$ cat src/rtl/fsm_seq_detect.sv
// Runtime-programmable sliding-window sequence detector: compares the newest
// cfg_len_i accepted symbols against a register-file pattern, with a saturating hit counter.
module fsm_seq_detect #(
  parameter int WIDTH = 4,
  parameter int DEPTH = 8,
  parameter int CNT_W = 16,
  localparam int AW = $clog2(DEPTH),
  localparam int LW = $clog2(DEPTH + 1)
) (
  input  logic             clk_i,
  input  logic             rst_i,
  input  logic             cfg_we_i,
  input  logic [AW-1:0]    cfg_addr_i,
  input  logic [WIDTH-1:0] cfg_data_i,
  input  logic [LW-1:0]    cfg_len_i,
  input  logic             cfg_overlap_i,
  input  logic             clear_i,
  input  logic             cnt_clr_i,
  input  logic             valid_i,
  input  logic [WIDTH-1:0] data_i,
  output logic             found_o,
  output logic [CNT_W-1:0] match_cnt_o
);

  localparam logic [CNT_W-1:0] CNT_MAX = '1;

  logic [WIDTH-1:0] pat       [DEPTH];
  logic [WIDTH-1:0] hist      [DEPTH];
  logic [WIDTH-1:0] hist_next [DEPTH];
  logic [LW-1:0]    fill;
  logic [LW-1:0]    fill_next;
  logic [AW-1:0]    sel;
  logic             accept;
  logic             len_ok;
  logic             pat_eq;
  logic             hit;
  logic             addr_ok;

  // Out-of-range pattern addresses only exist when DEPTH is not a power of two.
  generate
    if ((1 << AW) == DEPTH) begin : g_addr_full
      assign addr_ok = 1'b1;
    end else begin : g_addr_part
      assign addr_ok = (int'(cfg_addr_i) < DEPTH);
    end
  endgenerate

  // Hit is judged on the history as it will look after this symbol is shifted in.
  always_comb begin
    accept    = valid_i && !clear_i && !cfg_we_i;
    fill_next = (fill == LW'(DEPTH)) ? fill : fill + LW'(1);
    len_ok    = (cfg_len_i != '0) && (cfg_len_i <= LW'(DEPTH));
    pat_eq    = 1'b1;
    sel       = '0;
    hist_next[0] = data_i;
    for (int i = 1; i < DEPTH; i++) begin
      hist_next[i] = hist[i-1];
    end
    for (int k = 0; k < DEPTH; k++) begin
      if (LW'(k) < cfg_len_i) begin
        sel = AW'(cfg_len_i - LW'(k + 1));
        if (pat[k] != hist_next[sel]) begin
          pat_eq = 1'b0;
        end
      end
    end
    hit = accept && len_ok && (fill_next >= cfg_len_i) && pat_eq;
  end

  always_ff @(posedge clk_i) begin
    if (rst_i) begin
      for (int i = 0; i < DEPTH; i++) begin
        pat[i]  <= '0;
        hist[i] <= '0;
      end
      fill        <= '0;
      found_o     <= 1'b0;
      match_cnt_o <= '0;
    end else begin
      found_o <= hit;
      if (clear_i) begin
        fill <= '0;
      end else if (cfg_we_i) begin
        if (addr_ok) begin
          pat[cfg_addr_i] <= cfg_data_i;
        end
        fill <= '0;
      end else if (accept) begin
        for (int i = 0; i < DEPTH; i++) begin
          hist[i] <= hist_next[i];
        end
        // Non-overlapping mode restarts the window so the next hit needs fresh symbols.
        fill <= (hit && !cfg_overlap_i) ? '0 : fill_next;
      end

      if (cnt_clr_i) begin
        match_cnt_o <= '0;
      end else if (hit && (match_cnt_o != CNT_MAX)) begin
        match_cnt_o <= match_cnt_o + CNT_W'(1);
      end
    end
  end

endmodule

$ cat config.mk
export PLATFORM = sky130hd
export DESIGN_NAME = fsm_seq_detect
export DESIGN_NICKNAME = d
export VERILOG_FILES = /design/src/rtl/fsm_seq_detect.sv
export SDC_FILE = /design/constraint.sdc
export NUM_CORES = 1
export LEC_CHECK = 0
export CORE_UTILIZATION = 40
export CTS_CLUSTER_DIAMETER = 50
export DETAILED_ROUTE_END_ITERATION = 10
export GPL_ROUTABILITY_DRIVEN = 0
export SYNTH_ARGS = -nofsm -noshare
export SYNTH_HDL_FRONTEND = slang
export SYNTH_SLANG_ARGS = --single-unit
$ cat constraint.sdc
create_clock -name clk_i -period 6.07 [get_ports clk_i]
set_clock_uncertainty 0.1 [all_clocks]
set_input_delay 1.214 -clock clk_i [delete_from_list [all_inputs] [get_ports clk_i]]
set_output_delay 1.214 -clock clk_i [all_outputs]
set_load 0.05 [all_outputs]
==> results.py, run 1 <==
metrics = {
    "run_status": {
        "outcome": "finished clean",
    },
    "placed_design": {
        "pre_cts_ws_ns": 0.4732,
        "io_buffers": 38,
        "post-dp-hpwl_mm": 10.36,
        "placed_area_um2": 6240,
    },
    "global_route": {
        "grt_pass1_vias": 4027,
        "grt_max_degree": 39,
        "grtUsageTotal_pct": 20.72,
        "antenna_found_initial": 0,
        "grt_pass1_wl_mm": 22.77,
        "grt_overflow": 0,
    },
    "power": {
        "p_sw_mw": 0.4200,
        "power_frac_comb_pct": 19.7,
        "intPower_mw": 1.039,
        "irDropWorstVdd_v": 0.0001587,
        "p_seq_share_pct": 44.6,
        "power_leakage_nw": 2.331,
        "p_per_area_nw_per_um2": 223.9,
        "p_sw_share_pct": 28.78,
        "clkPwrFrac_pct": 35.7,
    },
    "clocking": {
        "ctsResizeCount": 0,
        "h-tree-depth": 3,
        "cts_tree": "done",
        "cts_buffers": 9,
        "cts_max_path_buffers": 2,
        "clk_latency_ns": 0.35,
        "cts_num_sinks": 81,
        "post_cts_buffers": 0,
        "hold_buffers": 0,
        "cts_root_buffer": "clkbuf_16",
        "clkTransAtPathRegs_ns": 0.07,
    },
    "job": {
        "max-cap-violations": 0,
    },
    "timing": {
        "setup_tns_ns": 0,
        "worst_pin_slew_ns": 0.9713,
        "hold_violations": 0,
        "finalCritPeriodShare_pct": 86.64,
        "fin_crit_ns": 5.259,
        "clock.fmax_ghz": 0.1902,
        "slew_headroom_pct": 35.03,
        "setup_viol": 0,
        "rsz0062_at_grt": "false",
        "timing.final.ws_setup_ns": 0.8111,
        "maxSlewViolCount": 0,
    },
    "cells_and_area": {
        "multi_input_area_um2": 3304,
        "area_growth_syn_to_layout_pct": 13.81,
        "final_cell_mix": "60 x and2_1, 60 x edfxtp_1, 53 x mux2i_1",
        "nNetsFinal": 573,
        "drive_gt1_share_pct": 14.13,
        "design_area_um2": 6519,
        "num_antenna_cells": 0,
        "regArea_um2": 2222,
        "post-route-util_pct": 46.78,
        "fillCellCount": 1275,
    },
    "worst_setup_path": {
        "worstSetupStartpoint": "cfg_len_i[0]",
        "start_kind": "primary input",
        "r2r_cells": 14,
        "crit_arrival_ns": 5.44,
        "ff2ff_setup_slack_ns": 2.52,
        "crit_required_ns": 6.25,
        "crit_end": "match_cnt_o[13]",
        "endpoint_kind": "flip-flop",
        "rr_endpoint": "match_cnt_o[13]",
        "path_max_fanout": 35,
        "r2r_start": "fill[0]",
        "crit_type": "primary input to flip-flop",
    },
    "synth": {
        "synth_area_um2": 5728,
        "syn_inst": 509,
        "synth_compound_area_share_pct": 8.759,
        "ys.flop_type": "edfxtp_1",
        "synth_area_per_cell_um2": 11.25,
        "synth_cell_types": 51,
        "synthAdderAreaFrac_pct": 2.403,
        "async_flop_share_pct": 0,
        "synthXorXnorAreaFrac_pct": 6.706,
        "seq_area_frac_synth_pct": 38.79,
        "synth_edf_count": 60,
        "syn-num-nets": 542,
        "synth_top_family_by_area": "multiplexers",
        "synthSimpleGateAreaFrac_pct": 17.15,
        "synthMuxAreaShare_pct": 22.56,
        "ys_ff_latch": 81,
        "yosys_warnings": 0,
    },
    "worst_hold_path": {
        "min_path_type": "flip-flop to flip-flop",
    },
    "drt": {
        "drt-total-wl_mm": 14.31,
        "first_pass_iters": 5,
        "via_count": 4193,
        "ant_nets": 0,
        "drc": 0,
        "viasPerCell": 5.783,
        "drt_iter0_drc": 364,
        "routedWlPerCell_um": 19.74,
    },
    "die": {
        "pin_count": 39,
        "dieWidth_um": 121.7,
        "start_util_pct": 41.11,
        "std_cell_rows": 43,
        "dieArea_um2": 14800,
        "core_um2": 13930,
        "die_y_um": 121.7,
    },
}
cells by family (layout without fill, tap and decap cells):
family / Yosys count / after routing
AND/OR/NAND/NOR: 169 / 169
multiplexers: 91 / 91
flip-flops: 81 / 81
AO/OA/AOI/OAI: 75 / 75
XOR/XNOR: 43 / 43
buffers and inverters: 39 / 75
adder cells (fa/ha/maj): 11 / 11
cell usage after synthesis, types with 14 or more instances:
library cell	number	share of area (%)
mux2i_1	53	9.3
xor2_1	22	3.4
mux4_2	27	11
dfxtp_1	21	7.3
o21ai_0	18	1.6
or3_1	15	1.6
nand3_1	14	1.2
xnor2_1	20	3.1
a21oi_1	22	1.9
and2_1	60	6.6
nor2_1	18	1.2
nand2_1	14	0.92
edfxtp_1	60	31
worst min path at each step:
stage,startpoint,endpoint,depth (start not counted)
after global routing,match_cnt_o[4],match_cnt_o[4],2
after floorplan,fill[3],fill[3],1
after detailed placement,match_cnt_o[7],match_cnt_o[7],2
final,match_cnt_o[7],match_cnt_o[7],2
after global placement,match_cnt_o[4],match_cnt_o[4],2
after CTS,match_cnt_o[7],match_cnt_o[7],2
sequential cells by signal (all words and copies together), names as in the netlist:
| signal | count |
|---|---|
| match_cnt_o | 16 |
| hist | 28 |
| found_o | 1 |
| pat | 32 |
| fill | 4 |
through the flow:
step | instances | power (mW) | hold WS (ns)
CTS | 725 | 1.472 | 0.4016
finish | 725 | 1.459 | 0.4005
global route | 725 | 1.522 | 0.4240
floorplan | 509 | 0.8657 | 0.3843
global placement | 709 | 0.9440 | 0.3776
detailed placement | 709 | 0.9475 | 0.3901
worst max-delay path, stage by stage:
cell and delay (ns):
clkdlybuf4s50_1 0.51, buf_4 0.41, ha_1 0.35, xor2_1 0.79, mux4_2 0.67, xnor2_1 0.15
o32ai_1 0.11, o221a_2 0.28, o2111ai_4 0.33, or3_1 0.47, a21oi_1 0.14
area by class of cell:
| cell class | instances | area share (%) |
|---|---|---|
| clock buffers | 9 | 3.455 |
| flip-flops and latches | 81 | 34.09 |
| multi-input cells | 389 | 50.69 |
| clock inverters | 7 | 0.8253 |
| well taps | 180 | 3.455 |
| repair buffers | 47 | 6.795 |
| inverters | 12 | 0.6910 |
power groups by stage:
stage	sequential [mW]	combinational, mW	clock [mW]
final	0.650	0.288	0.521
after global routing	0.653	0.309	0.560
after CTS	0.650	0.288	0.534
after detailed placement	0.662	0.286	0
after global placement	0.662	0.282	0
after floorplan	0.647	0.219	0
per-layer routing:
layer / global-route usage (%) / up-vias / part of all wire [%]
met5: 0 / - / 0
met4: 8.179 / 0 / 3.1
met3: 4.354 / 30 / 5.3
met2: 33.59 / 133 / 47
met1: 27.01 / 2056 / 44
li1: - / 1974 / -
No activity file was read; power rests on OpenSTA's default activity.
==> run 2, diff against run 1 <==
--- a/config.mk
+++ b/config.mk
@@ -12,3 +12,4 @@
 export SYNTH_ARGS = -nofsm -noshare
 export SYNTH_HDL_FRONTEND = slang
 export SYNTH_SLANG_ARGS = --single-unit
+export TNS_END_PERCENT = 20
==> results of run 2 <==
Final layout, timing and power as in run 1 (identical DEF).
==> run 3, diff against run 2 <==
--- a/config.mk
+++ b/config.mk
@@ -5,10 +5,12 @@
 export SDC_FILE = /design/constraint.sdc
 export NUM_CORES = 1
 export LEC_CHECK = 0
-export CORE_UTILIZATION = 40
+export CORE_UTILIZATION = 48
 export CTS_CLUSTER_DIAMETER = 50
+export CTS_CLUSTER_SIZE = 16
 export DETAILED_ROUTE_END_ITERATION = 10
 export GPL_ROUTABILITY_DRIVEN = 0
+export PLACE_DENSITY = 0.67
 export SYNTH_ARGS = -nofsm -noshare
 export SYNTH_HDL_FRONTEND = slang
 export SYNTH_SLANG_ARGS = --single-unit
==> run 3 against run 2 <==
  * Sequential share of layout area rose by 0.11 points
  * Setup slack improved by 0.088 ns
  * Largest cell class unchanged
  * Highest routed layer unchanged
  * Global-route usage rose by 2.8 points
  * Clock power rose by 7.3%
==> results.py, run 3 (synthesis gave the netlist of run 1 again) <==
metrics = {
    "die": {
        "core_um2": 11520,
        "dieArea_um2": 12370,
        "pin_count": 39,
        "start_util_pct": 49.74,
        "die_y_um": 111.2,
        "std_cell_rows": 39,
        "dieWidth_um": 111.2,
    },
    "worst_setup_path": {
        "path_max_fanout": 35,
        "ff2ff_setup_slack_ns": 2.40,
        "start_kind": "primary input",
        "crit_type": "primary input to flip-flop",
        "crit_required_ns": 6.21,
        "endpoint_kind": "flip-flop",
        "crit_arrival_ns": 5.31,
    },
    "global_route": {
        "grt_pass1_vias": 4086,
        "antenna_found_initial": 0,
        "grt_overflow": 0,
        "grtUsageTotal_pct": 23.49,
        "grt_pass1_wl_mm": 22.11,
        "grt_max_degree": 39,
    },
    "clocking": {
        "clkTransAtPathRegs_ns": 0.06,
        "clk_latency_ns": 0.35,
        "cts_num_sinks": 81,
        "cts_root_buffer": "clkbuf_16",
        "hold_buffers": 0,
        "cts_max_path_buffers": 2,
        "h-tree-depth": 3,
        "ctsResizeCount": 0,
        "cts_buffers": 9,
        "cts_tree": "done",
        "post_cts_buffers": 0,
    },
    "cells_and_area": {
        "largest_register": "pat",
        "post-route-util_pct": 56.42,
        "multi_input_area_um2": 3304,
        "area_growth_syn_to_layout_pct": 13.43,
        "drive_gt1_share_pct": 14.15,
        "num_antenna_cells": 0,
        "largest_register_ffs": 32,
        "final_cell_mix": "60 x and2_1, 60 x edfxtp_1, 53 x mux2i_1",
        "fillCellCount": 1023,
        "nNetsFinal": 572,
        "reg.largest.list": "pat (32), hist (28), match_cnt_o (16)",
        "regArea_um2": 2222,
    },
    "power": {
        "power_leakage_nw": 2.346,
        "total_power_mw": 1.495,
        "p_per_area_nw_per_um2": 230.1,
        "irDropWorstVdd_v": 0.0001838,
    },
    "timing": {
        "setup_viol": 0,
        "worst_pin_slew_ns": 0.9031,
        "maxSlewViolCount": 0,
        "clock.fmax_ghz": 0.1934,
        "slew_headroom_pct": 39.59,
        "setup_tns_ns": 0,
        "rsz0062_at_grt": "false",
        "fin_crit_ns": 5.171,
        "hold_violations": 0,
        "finalCritPeriodShare_pct": 85.19,
    },
    "drt": {
        "ant_nets": 0,
        "drc": 0,
        "via_count": 4180,
        "drt_iter0_drc": 270,
        "first_pass_iters": 5,
        "viasPerCell": 6.084,
        "routedWlPerCell_um": 19.82,
        "drt-total-wl_mm": 13.62,
    },
    "placed_design": {
        "post-dp-hpwl_mm": 10.07,
        "io_buffers": 38,
    },
    "job": {
        "max-cap-violations": 0,
    },
    "worst_hold_path": {
        "min_path_type": "flip-flop to flip-flop",
    },
    "run_status": {
        "outcome": "finished clean",
    },
}
[run 3: final timing paths]
check,startpoint,end,depth (start not counted)
setup reg to reg,fill[0],fill[0],14
hold / removal,match_cnt_o[5],match_cnt_o[5],2
setup / recovery,cfg_len_i[0],fill[0],11
hold reg to reg,match_cnt_o[5],match_cnt_o[5],2
[run 3: final cells by class]
cell class / instances / area share [%]
Clock inverter: 7 / 1.136
Sequential cell: 81 / 34.20
Inverter: 12 / 0.6932
Clock buffer: 9 / 3.466
Multi-Input combinational cell: 389 / 50.86
Timing Repair Buffer: 46 / 6.894
Tap cell: 143 / 2.754
[run 3: stage by stage]
stage / std cells / hold WS [ns] / setup slack, ns / area, um^2
finish: 687 / 0.3975 / 0.8991 / 6497
CTS: 687 / 0.4012 / 0.9338 / 6497
floorplan: 509 / 0.3843 / 1.256 / 5728
global route: 687 / 0.4218 / 0.6365 / 6497
detailed placement: 671 / 0.3918 / 0.5503 / 6198
global placement: 671 / 0.3799 / 0.6235 / 6198
[run 3: power breakdown]
part	total (mW)	internal [mW]	leakage, nW	switching (mW)
Sequential	0.648	0.619	0.766	0.0292
Combinational	0.288	0.141	1.43	0.147
Clock	0.559	0.322	0.147	0.237
[run 3: layer usage]
layer	share of wire, %	up-vias	GRT usage [%]	wire length, um
met3	6.9	21	4.647	940
met5	0	-	0	0
li1	-	1983	-	-
met4	2.4	0	10.27	323
met1	44	2030	31.68	5997
met2	47	146	36.71	6355
[run 3: worst max-delay path: stages]
cell             delay, ns
clkdlybuf4s50_1       0.49
buf_4                 0.38
ha_1                  0.34
xor2_1                0.74
mux4_2                0.65
xnor2_1               0.15
o32ai_1               0.13
o221a_2               0.28
o211ai_1              0.23
or2_2                 0.41
a32o_1                0.27
